$ cat config.mk
export PLATFORM = sky130hd
export DESIGN_NAME = alu_arbiter_flat
export DESIGN_NICKNAME = d
export VERILOG_FILES = /design/src/rtl/alu_arbiter_if.sv /design/src/rtl/alu_arbiter.sv /design/src/flat_wrapper.sv
export SDC_FILE = /design/constraint.sdc
export NUM_CORES = 1
export LEC_CHECK = 0
export ABC_AREA = 1
export CAP_MARGIN = 20
export CORE_MARGIN = 2
export CORE_UTILIZATION = 38
export CTS_CLUSTER_SIZE = 10
export DETAILED_ROUTE_END_ITERATION = 10
export PLACE_DENSITY = 0.93
export SYNTH_ARGS = -nofsm -noshare
export SYNTH_HDL_FRONTEND = slang
export SYNTH_SLANG_ARGS = --single-unit
$ cat constraint.sdc
create_clock -name clk -period 1.6 [get_ports clk]
set_input_delay 0.32 -clock clk [delete_from_list [all_inputs] [get_ports clk]]
set_output_delay 0.32 -clock clk [all_outputs]
set_load 0.1 [all_outputs]
$ cat src/rtl/alu_arbiter_if.sv
// alu_arbiter_if: request, alu and response signals around alu_arbiter.
// slave is the arbiter's view; master is the requesters/alu/consumer side.
interface alu_arbiter_if #(
  parameter int DATA_W = 32,
  parameter int OP_W   = 4
);
  logic              req0_valid;
  logic              req0_ready;
  logic [DATA_W-1:0] req0_op1;
  logic [DATA_W-1:0] req0_op2;
  logic [OP_W-1:0]   req0_alu_op;

  logic              req1_valid;
  logic              req1_ready;
  logic [DATA_W-1:0] req1_op1;
  logic [DATA_W-1:0] req1_op2;
  logic [OP_W-1:0]   req1_alu_op;

  logic [DATA_W-1:0] alu_op1;
  logic [DATA_W-1:0] alu_op2;
  logic [OP_W-1:0]   alu_op;
  logic [DATA_W-1:0] alu_result;
  logic              alu_zero;

  logic              rsp_valid;
  logic              rsp_ready;
  logic              rsp_id;
  logic [DATA_W-1:0] rsp_result;
  logic              rsp_zero;
  logic              busy;

  modport slave (
    input  req0_valid, req0_op1, req0_op2, req0_alu_op,
    output req0_ready,
    input  req1_valid, req1_op1, req1_op2, req1_alu_op,
    output req1_ready,
    output alu_op1, alu_op2, alu_op,
    input  alu_result, alu_zero,
    output rsp_valid, rsp_id, rsp_result, rsp_zero,
    input  rsp_ready,
    output busy
  );

  modport master (
    output req0_valid, req0_op1, req0_op2, req0_alu_op,
    input  req0_ready,
    output req1_valid, req1_op1, req1_op2, req1_alu_op,
    input  req1_ready,
    input  alu_op1, alu_op2, alu_op,
    output alu_result, alu_zero,
    input  rsp_valid, rsp_id, rsp_result, rsp_zero,
    output rsp_ready,
    input  busy
  );
endinterface

$ cat src/rtl/alu_arbiter.sv
// alu_arbiter: round-robin sharing of one combinational alu between two requesters.
// Define ALU_ARB_STATS_EN to add saturating per-requester grant counters (grant_cnt0/1).
module alu_arbiter #(
  parameter int DATA_W = 32,
  parameter int OP_W   = 4
`ifdef ALU_ARB_STATS_EN
  , parameter int CNT_W = 16
`endif
) (
  input  logic clk,
  input  logic rst,
  alu_arbiter_if.slave bus
`ifdef ALU_ARB_STATS_EN
  , output logic [CNT_W-1:0] grant_cnt0
  , output logic [CNT_W-1:0] grant_cnt1
`endif
);

  typedef enum logic [1:0] {IDLE, EXEC, RESP} state_t;

  state_t            state;
  logic              last_grant;
  logic              id;
  logic [DATA_W-1:0] op1_q;
  logic [DATA_W-1:0] op2_q;
  logic [OP_W-1:0]   op_q;
  logic              rsp_valid_q;
  logic              rsp_id_q;
  logic [DATA_W-1:0] rsp_result_q;
  logic              rsp_zero_q;

  logic              winner;
  logic              win_valid;
  logic              take;

  // On a tie the requester that was not granted last time wins.
  always_comb begin
    win_valid = bus.req0_valid | bus.req1_valid;
    winner    = 1'b0;
    if (bus.req0_valid & bus.req1_valid)
      winner = ~last_grant;
    else if (bus.req1_valid)
      winner = 1'b1;
  end

  assign take           = (state == IDLE) & win_valid & ~rst;
  assign bus.req0_ready = take & ~winner;
  assign bus.req1_ready = take & winner;

  assign bus.alu_op1    = op1_q;
  assign bus.alu_op2    = op2_q;
  assign bus.alu_op     = op_q;
  assign bus.rsp_valid  = rsp_valid_q;
  assign bus.rsp_id     = rsp_id_q;
  assign bus.rsp_result = rsp_result_q;
  assign bus.rsp_zero   = rsp_zero_q;
  assign bus.busy       = (state != IDLE);

  always_ff @(posedge clk) begin
    if (rst) begin
      state        <= IDLE;
      last_grant   <= 1'b1;
      id           <= 1'b0;
      op1_q        <= '0;
      op2_q        <= '0;
      op_q         <= '0;
      rsp_valid_q  <= 1'b0;
      rsp_id_q     <= 1'b0;
      rsp_result_q <= '0;
      rsp_zero_q   <= 1'b0;
    end else begin
      case (state)
        IDLE: begin
          if (take) begin
            op1_q      <= winner ? bus.req1_op1    : bus.req0_op1;
            op2_q      <= winner ? bus.req1_op2    : bus.req0_op2;
            op_q       <= winner ? bus.req1_alu_op : bus.req0_alu_op;
            id         <= winner;
            last_grant <= winner;
            state      <= EXEC;
          end
        end
        EXEC: begin
          rsp_result_q <= bus.alu_result;
          rsp_zero_q   <= bus.alu_zero;
          rsp_id_q     <= id;
          rsp_valid_q  <= 1'b1;
          state        <= RESP;
        end
        RESP: begin
          // rsp_valid is always high here, so rsp_ready alone completes the transfer.
          if (bus.rsp_ready) begin
            rsp_valid_q <= 1'b0;
            state       <= IDLE;
          end
        end
        default: state <= IDLE;
      endcase
    end
  end

`ifdef ALU_ARB_STATS_EN
  always_ff @(posedge clk) begin
    if (rst) begin
      grant_cnt0 <= '0;
      grant_cnt1 <= '0;
    end else begin
      if (take & ~winner & (grant_cnt0 != '1))
        grant_cnt0 <= grant_cnt0 + CNT_W'(1);
      if (take & winner & (grant_cnt1 != '1))
        grant_cnt1 <= grant_cnt1 + CNT_W'(1);
    end
  end
`endif

endmodule

$ cat src/flat_wrapper.sv
// flat-port wrapper written by rule: the top's interface ports become plain ports
module alu_arbiter_flat 
#(
  parameter int DATA_W = 32,
  parameter int OP_W   = 4

)
  (clk, rst, bus_req0_valid, bus_req0_op1, bus_req0_op2, bus_req0_alu_op, bus_req0_ready, bus_req1_valid, bus_req1_op1, bus_req1_op2, bus_req1_alu_op, bus_req1_ready, bus_alu_op1, bus_alu_op2, bus_alu_op, bus_alu_result, bus_alu_zero, bus_rsp_valid, bus_rsp_id, bus_rsp_result, bus_rsp_zero, bus_rsp_ready, bus_busy);
  alu_arbiter_if #(.DATA_W(DATA_W), .OP_W(OP_W)) bus_i ();
  input  logic clk;
  input  logic rst;
  input wire logic [$bits(bus_i.req0_valid)-1:0] bus_req0_valid;
  input wire logic [$bits(bus_i.req0_op1)-1:0] bus_req0_op1;
  input wire logic [$bits(bus_i.req0_op2)-1:0] bus_req0_op2;
  input wire logic [$bits(bus_i.req0_alu_op)-1:0] bus_req0_alu_op;
  output wire logic [$bits(bus_i.req0_ready)-1:0] bus_req0_ready;
  input wire logic [$bits(bus_i.req1_valid)-1:0] bus_req1_valid;
  input wire logic [$bits(bus_i.req1_op1)-1:0] bus_req1_op1;
  input wire logic [$bits(bus_i.req1_op2)-1:0] bus_req1_op2;
  input wire logic [$bits(bus_i.req1_alu_op)-1:0] bus_req1_alu_op;
  output wire logic [$bits(bus_i.req1_ready)-1:0] bus_req1_ready;
  output wire logic [$bits(bus_i.alu_op1)-1:0] bus_alu_op1;
  output wire logic [$bits(bus_i.alu_op2)-1:0] bus_alu_op2;
  output wire logic [$bits(bus_i.alu_op)-1:0] bus_alu_op;
  input wire logic [$bits(bus_i.alu_result)-1:0] bus_alu_result;
  input wire logic [$bits(bus_i.alu_zero)-1:0] bus_alu_zero;
  output wire logic [$bits(bus_i.rsp_valid)-1:0] bus_rsp_valid;
  output wire logic [$bits(bus_i.rsp_id)-1:0] bus_rsp_id;
  output wire logic [$bits(bus_i.rsp_result)-1:0] bus_rsp_result;
  output wire logic [$bits(bus_i.rsp_zero)-1:0] bus_rsp_zero;
  input wire logic [$bits(bus_i.rsp_ready)-1:0] bus_rsp_ready;
  output wire logic [$bits(bus_i.busy)-1:0] bus_busy;
  assign bus_i.req0_valid = bus_req0_valid;
  assign bus_i.req0_op1 = bus_req0_op1;
  assign bus_i.req0_op2 = bus_req0_op2;
  assign bus_i.req0_alu_op = bus_req0_alu_op;
  assign bus_req0_ready = bus_i.req0_ready;
  assign bus_i.req1_valid = bus_req1_valid;
  assign bus_i.req1_op1 = bus_req1_op1;
  assign bus_i.req1_op2 = bus_req1_op2;
  assign bus_i.req1_alu_op = bus_req1_alu_op;
  assign bus_req1_ready = bus_i.req1_ready;
  assign bus_alu_op1 = bus_i.alu_op1;
  assign bus_alu_op2 = bus_i.alu_op2;
  assign bus_alu_op = bus_i.alu_op;
  assign bus_i.alu_result = bus_alu_result;
  assign bus_i.alu_zero = bus_alu_zero;
  assign bus_rsp_valid = bus_i.rsp_valid;
  assign bus_rsp_id = bus_i.rsp_id;
  assign bus_rsp_result = bus_i.rsp_result;
  assign bus_rsp_zero = bus_i.rsp_zero;
  assign bus_i.rsp_ready = bus_rsp_ready;
  assign bus_busy = bus_i.busy;
  alu_arbiter #(.DATA_W(DATA_W), .OP_W(OP_W)) u_core (.clk(clk), .rst(rst), .bus(bus_i));
endmodule
# Yosys cells after proc, flatten, opt, wreduce, memory -nomap -nowiden
# Cells that the tools add are included.
# Widths: inputs -> output; s select.
op_classes:
  n_eq_ne: 4
  n_reduce_logical: 6
  n_mux: 10
  n_bitwise: 9
op_table:
  columns: ["op", "n"]
  rows:
  - ["$mux 32", 2]
  - ["$pmux 2 s3", 1]
  - ["$reduce_and 2->1", 3]
  - ["$and 1x1->1", 5]
  - ["$mux 2", 2]
  - ["$mux 4", 1]
  - ["$reduce_bool 2->1", 2]
  - ["$mux 1", 3]
  - ["$not 1->1", 3]
  - ["$eq 2x1->1 const B", 1]
  - ["$eq 2x2->1 const B", 1]
  - ["$logic_not 2->1", 1]
  - ["$ne 2x1->1 const B", 1]
  - ["$ne 2x2->1 const B", 1]
  - ["$pmux 1 s2", 1]
  - ["$or 1x1->1", 1]
totals:
  output_inout_bits: 106
  elab_cells: 39
  ff_bits: 107
  input_bits: 174

# Logic depth before layout (Yosys ltp)
# Gate-level depths: netlist of the first run.
depth:
  word_depth: 5
  mapped_depth: 9
  mapped_depth_nobuf: 7

# Worst setup path before layout of the first run
# Ideal clock, no wire load.
synth_timing:
  path_type: "input port to output port"
  start: "in bus_req1_valid"
  end: "out bus_req1_ready"
  path_stages: 7
  setup_slack_ns: -0.943
  arrival_ns: 2.223
  required_time_ns: 1.280
  path_buffers: 3
  path_cell_list: "buf_4 -> inv_1 -> nand2_1 -> nand3_2 -> buf_6 -> buf_6 -> nor2_1"
synth_via:
  elab_chain_cells: 4
  word_cells_on_any_way: 7
  classes_between: "mux: 2; bitwise: 5"
synth_lines:
  columns: ["element", "line", "source"]
  rows:
  - ["start, declared", "flat_wrapper.sv:17", "input wire logic [$bits(bus_i.req1_valid)-1:0] bus_req1_valid;"]
  - ["$or 1x1->1", "alu_arbiter.sv:38", "win_valid = bus.req0_valid | bus.req1_valid;"]
  - ["$and 1x1->1 (2 in a row)", "alu_arbiter.sv:46", "assign take = (state == IDLE) & win_valid & ~rst;"]
  - ["$and 1x1->1 *", "alu_arbiter.sv:48", "assign bus.req1_ready = take & winner;"]
  - ["end, declared", "flat_wrapper.sv:21", "output wire logic [$bits(bus_i.req1_ready)-1:0] bus_req1_ready;"]
# Every way passes the cells marked *; elsewhere a longest branch is shown, timed or not.

# Worst setup path in the final report of the first run
layout_timing:
  start: "reg u_core.state[0]"
  end: "out bus_req0_ready"
layout_via:
  elab_chain_cells: 4
layout_lines:
  columns: ["element", "line", "source"]
  rows:
  - ["start, declared", "alu_arbiter.sv:21", "state_t state;"]
  - ["start signal, assigned", "alu_arbiter.sv:61", "state <= IDLE;"]
  - ["start signal, assigned", "alu_arbiter.sv:80", "state <= EXEC;"]
  - ["start signal, assigned", "alu_arbiter.sv:88", "state <= RESP;"]
  - ["$logic_not 2->1", "alu_arbiter.sv:46", null]
  - ["$and 1x1->1 (2 in a row)", "alu_arbiter.sv:46", null]
  - ["$and 1x1->1", "alu_arbiter.sv:47", "assign bus.req0_ready = take & ~winner;"]
  - ["end, declared", "flat_wrapper.sv:16", "output wire logic [$bits(bus_i.req0_ready)-1:0] bus_req0_ready;"]
# No other way between the ends.

==> results of run 1 <==
-- worst max-delay path, cell delays in order (launching register included) --
cell	delay (ns)
dfxtp_2	0.34
nor2_4	0.17
nand2_4	0.09
nor2_8	0.10
nand2_4	0.06
clkinvlp_4	0.08
buf_12	0.17
-- final cells by class --
type	instances	area share, %
sequential	107	23.6
inverter	8	0.371
multi-input combinational	529	25.2
clock inverter	5	0.921
timing repair buffer	307	44.9
clock buffer	11	2.78
tap	168	2.31
-- metal layers --
metal,wire length (um),global-route usage [%],share of wire [%]
met1,6190,26.3,36
met2,9100,46.5,53
met3,1400,6.12,8.1
met4,627,12.1,3.6
met5,0,0,0
-- worst paths after layout --
path                                  start                                  end  slack [ns]  depth (start not counted)
max            u_core.state[0]$_SDFFE_PP0P_                       bus_req0_ready       -0.06                          6
min                                     rst       u_core.last_grant$_SDFFE_PP1P_        0.41                          5
max reg2reg    u_core.state[0]$_SDFFE_PP0P_  u_core.bus.alu_op1[11]$_SDFFE_PP0P_        0.10                          8
min reg2reg  u_core.last_grant$_SDFFE_PP1P_       u_core.last_grant$_SDFFE_PP1P_        0.50                          2
-- cell usage after synthesis --
cell type	instances	area (um^2)
clkbuf_1	17	63.8
a21oi_2	1	8.76
buf_4	3	22.5
nor2_8	1	20.0
inv_2	1	3.75
dfxtp_1	107	2140
nand2_4	1	11.3
buf_6	9	101
inv_1	6	22.5
nand2_1	277	1040
o21ai_1	18	90.1
a21oi_1	67	335
buf_1	3	11.3
nand3_1	72	360
o21ai_0	18	90.1
nor2_1	70	263
nor2_4	1	11.3
nand3b_1	1	7.51
buf_2	22	110
nor2_2	1	6.26
nand3_2	1	10.0
clkinv_1	1	3.75
-- repair_timing --
item / 4_1_cts / 5_1_grt
pin swaps: 4 / 4
cloned: 0 / 0
buffers inserted: 5 / 2
resized for setup: 5 / 2
endpoints found under the setup margin: 2 / 2
-- power by group through the flow --
stage	Combinational [uW]	Clock (uW)	Sequential (uW)
after CTS	3820	2500	3110
final	3820	2460	3110
after floorplan	799	0	4520
after detailed placement	3780	0	3170
after global routing	3990	2610	3130
after global placement	3730	0	3150
-- cell families after synthesis --
logic type             synth area share [%]
AND/OR/NAND/NOR                        36.5
flip-flops                             45.2
AO/OA/AOI/OAI                          11.1
buffers and inverters                  7.16
-- state kept, by name, indices dropped and copies added, names as in the netlist --
signal                 flops
u_core.bus.alu_op          4
u_core.bus.alu_op1        32
u_core.bus.alu_op2        32
u_core.bus.rsp_id          1
u_core.bus.rsp_result     32
u_core.bus.rsp_valid       1
u_core.bus.rsp_zero        1
u_core.id                  1
u_core.last_grant          1
u_core.state               2
-- through the flow --
stage                     setup slack [ns]  cells  power, uW  TNS, ns
after floorplan                     -0.111    698       5320   -0.131
after global placement              -0.252   1112       6890   -11.47
after detailed placement            -0.266   1112       6950   -12.97
after CTS                           -0.119   1133       9430   -0.226
after global routing                -0.135   1135       9730   -0.246
final                              -0.0628   1135       9380   -0.111
==> impl_results.md, run 1 <==
- Outcome: finished with violations
- Failing checks: negative setup slack
- DRT antenna net count: 0
- Clock sinks: 107
- Switching share of power: 38.0%
- Share of cells above drive strength 1: 17.4%
- Final setup viols: 2
- Max_cap viols: 0
- Number of synthesized register bits: 107
- GPL Wtd Cong: 0.828
- Area grow syn2layout: 92.2%
- Commonest non-fill, non-tap cells in the layout: 273 x nand2_1, 170 x clkdlybuf4s50_1, 108 x buf_12, 105 x dfxtp_1, 72 x nand3_1
- Most common cell after layout, fill and taps aside: nand2_1
- Util after Layout: 75.1%
- Tightest Hold Check Type: in -> reg
- Setup CP Type: reg -> out
- Boundary Pins: 280
- Initial antenna violation count: 0
- RSZ-0062 raised after global routing: true
- Maximum VDD drop: 0.734 mV
- Fillcell total: 844
- DRC viols: 0
- Leak Pwr: 0.00386 uW
- Post-Syn Nets: 872
- Post-Route Skew: 0.00790 ns
- Avg Inst Size Synth: 6.78 um^2
- Period utilisation layout: 104%
- Pin count of the biggest net entering global routing: 45
- Sequential share of power: 33.1%
- Seq. cell area: 2150 um^2
- Crit path launch type: register
- Final-report hold violation count: 0
- First-pass GRT wire length: 26.3 mm
- Unique masters post-synth: 22
- Die Height: 116 um
- Int Power: 5810 uW
- Clock share of power: 26.2%
- Antenna cell count: 0
- GR Overflow Total: 0
- Sw Pwr: 3570 uW
- CTS root buffer: clkbuf_16
- Die Wd: 116 um
- TritonCTS clock tree: built
- I/O Buffers: 279
- Combinational share of power: 40.7%
- Post-Syn Instances: 698
- Relative slew slack: 69.1%
- Crit path time final: 1.66 ns
- Mapped Area: 4730 um^2
- DP Area: 8690 um^2
- Die area: 13400 um^2
- Cts bufs inserted: 9
- Total Routing Usage GR: 25.0%
- Post-route cell area: 9100 um^2
- Register area share after synthesis: 45.2%
- Vias per cell: 4.86
- Core area: 12100 um^2
- Fmax: 0.601 GHz
- DR pass1 iterations: 4
- Final #Nets: 1136
- Footprint of the multi-input gates: 2290 um^2
- Vias: 5516
- Worst-path clk slew: 0.07 ns
- Initial core utilization: 39.1%
- Min Hold Slack: 0.411 ns
- Setup slack after layout: -0.0628 ns
- Clock Latency Late Sink: 0.34 ns
- Max-slew violation count: 0
- Number of global-route vias before repair: 5583
- Worst EP required: 1.28 ns
- Worst EP arrival: 1.34 ns
- Crit. End Element: output port
- Rows: 40
- Maximum buffer depth of the clock tree: 2
- Routed wire length: 17.3 mm
- H-Tree Level Count: 3
- DR WL/cell: 15.3 um
- CP Max Fanout: 3
- Worst-Margin Slew: 0.464 ns
- DP HPWL: 13.1 mm
- CTS Hold Bufs: 0
- Synth warn: 0
- Cell Pwr Density: 1030 nW/um^2
- DR iter-0 viols: 285
Power figures use the tool's default switching activity.
==> run 2: changes to the inputs <==
--- a/config.mk
+++ b/config.mk
@@ -12,6 +12,8 @@
 export CTS_CLUSTER_SIZE = 10
 export DETAILED_ROUTE_END_ITERATION = 10
 export PLACE_DENSITY = 0.93
+export SKIP_CTS_REPAIR_TIMING = 1
 export SYNTH_ARGS = -nofsm -noshare
 export SYNTH_HDL_FRONTEND = slang
 export SYNTH_SLANG_ARGS = --single-unit
+export TNS_END_PERCENT = 1
==> impl_results.md, run 2 (synthesis results as in run 1) <==
- Outcome: finished with violations
- Failing checks: negative setup slack
- Clock share of power: 24.1% (-2.1 points)
- Share of cells above drive strength 1: 17.0% (-0.38 points)
- DR pass1 iterations: 4 (unchanged)
- Total Routing Usage GR: 25.0% (about the same)
- Crit path time final: 1.67 ns (+0.00417 ns)
- Leak Pwr: 0.00386 uW (about the same)
- Max_cap viols: 0 (unchanged)
- Number of global-route vias before repair: 5582 (-0.018%)
- Clock Latency Late Sink: 0.35 ns (about the same)
- H-Tree Level Count: 3 (unchanged)
- Relative slew slack: 52.2% (-17 points)
- Die Wd: 116 um (unchanged)
- Boundary Pins: 280 (unchanged)
- Slowest stage delay, CP: 0.34 ns (about the same)
- Non-filler instance count after layout: 1134 (-0.088%)
- Inst Count DP: 1118 (+0.54%)
- DP Area: 8780 um^2 (+1.1%)
- I/O Buffers: 279 (unchanged)
- Vias per cell: 4.94 (+1.6%)
- RSZ-0062 raised after global routing: true
- CP delay by family, top: simple AND/OR/NAND/NOR gates
- GPL Wtd Cong: 0.831 (+0.46%)
- Crit path launch type: register
- Worst-path clk slew: 0.07 ns (about the same)
- Vias: 5601 (+1.5%)
- Setup CP Type: reg -> out
- Clock sinks: 107 (unchanged)
- Cell Pwr Density: 1010 nW/um^2 (-2.4%)
- Period utilisation layout: 104% (+0.26 points)
- Most common cell after layout, fill and taps aside: nand2_1
- Combinational share of power: 41.9% (+1.2 points)
- DR iter-0 viols: 438 (+54%)
- Sequential share of power: 34.0% (+0.9 points)
- Final setup viols: 2 (unchanged)
- CTS root buffer: clkbuf_16
- Final-report hold violation count: 0 (unchanged)
- Initial core utilization: 39.1% (unchanged)
- Routed wire length: 17.3 mm (-0.38%)
- Pin count of the biggest net entering global routing: 69 (+53%)
- Switching share of power: 38.6% (+0.56 points)
- Rows: 40 (unchanged)
- Core area: 12100 um^2 (unchanged)
- Top cell by count, worst path: nand2_4
- Max-slew violation count: 0 (unchanged)
- First-pass GRT wire length: 26.3 mm (-0.18%)
- Fmax: 0.600 GHz (-0.25%)
- Crit path max-delay cell type: dfxtp_2
- Die area: 13400 um^2 (unchanged)
- DRT antenna net count: 0 (unchanged)
- Post-route cell area: 9090 um^2 (about the same)
- Crit. End Element: output port
- Maximum buffer depth of the clock tree: 2 (unchanged)
- Min Hold Slack: 0.392 ns (-0.0194 ns)
- Maximum VDD drop: 0.765 mV (+4.3%)
- CP Max Fanout: 3 (unchanged)
- DP HPWL: 13.2 mm (+0.19%)
- Int Power: 5620 uW (-3.4%)
- Sw Pwr: 3530 uW (-1.1%)
- Util after Layout: 75.0% (about the same)
- Die Height: 116 um (unchanged)
- GR Overflow Total: 0 (unchanged)
- Area grow syn2layout: 92.0% (about the same)
- Worst-Margin Slew: 0.716 ns (+0.252 ns)
- Setup slack after layout: -0.0669 ns (-0.00417 ns)
- Cts bufs inserted: 9 (unchanged)
- Initial antenna violation count: 1 (+1)
- Commonest non-fill, non-tap cells in the layout: 273 x nand2_1, 170 x clkdlybuf4s50_1, 112 x buf_12, 106 x dfxtp_1, 72 x nand3_1
- CP cell instances: nor2_4 > nand2_4 > nor2_8 > nand2_4 > clkinvlp_4 > buf_12
- DRC viols: 0 (unchanged)
- Final #Nets: 1135 (-0.088%)
- Post-Route Skew: 0.00788 ns (-0.0000154 ns)
- Worst EP arrival: 1.35 ns (about the same)
- Worst EP required: 1.28 ns (about the same)
- Tightest Hold Check Type: in -> reg
- DR WL/cell: 15.2 um (-0.29%)
- WP buf/inv: 2 (unchanged)
- TritonCTS clock tree: built
run 2: worst paths after layout:
| check | from | to | slack [ns] | cells after the start |
|---|---|---|---|---|
| max reg2reg | u_core.state[1]$_SDFFE_PP0P_ | u_core.bus.alu_op2[10]$_SDFFE_PP0P_ | 0.20 | 7 |
| min | rst | u_core.last_grant$_SDFFE_PP1P_ | 0.39 | 5 |
| max | u_core.state[1]$_SDFFE_PP0P_ | bus_req0_ready | -0.07 | 6 |
| min reg2reg | u_core.id$_SDFFE_PP0P_ | u_core.id$_SDFFE_PP0P_ | 0.48 | 2 |
run 2: through the flow:
step,setup TNS (ns),setup WS (ns),total power (uW)
2_1_floorplan,-0.173,-0.111,5320
3_3_place_gp,-10.34,-0.219,6930
3_5_place_dp,-12.60,-0.251,7000
4_1_cts,-0.432,-0.238,9220
5_1_grt,-0.252,-0.133,9510
6_report,-0.120,-0.0669,9150
run 2: tightest hold or removal path, cell delays in order:
cell	delay (ns)
buf_2	0.17
nor2_8	0.06
nand2_4	0.06
o21ai_1	0.06
inv_1	0.04
run 2: area by class of cell:
cell class | count | area, um^2
clock inverters | 4 | 51.3
clock buffers | 11 | 243
multi-input cells | 529 | 2280
diodes | 1 | 2.50
repair buffers | 306 | 4120
flip-flops and latches | 107 | 2140
well taps | 168 | 210
inverters | 8 | 33.8
fillers | 797 | 3020
run 2: power by group through the flow:
stage | Sequential, uW | Combinational (uW) | Clock (uW)
after floorplan | 4520 | 798 | 0
after global placement | 3150 | 3780 | 0
after detailed placement | 3170 | 3830 | 0
after CTS | 3110 | 3850 | 2270
after global routing | 3130 | 4000 | 2380
final | 3110 | 3840 | 2200
run 2: layer usage:
layer  global-route usage [%]  routed length, um  up-vias
li1                         -                  -     2750
met1                     25.8               6210     2541
met2                     45.1               8900      257
met3                     6.96               1450       53
met4                     14.7                696        0
met5                        0                  0        -
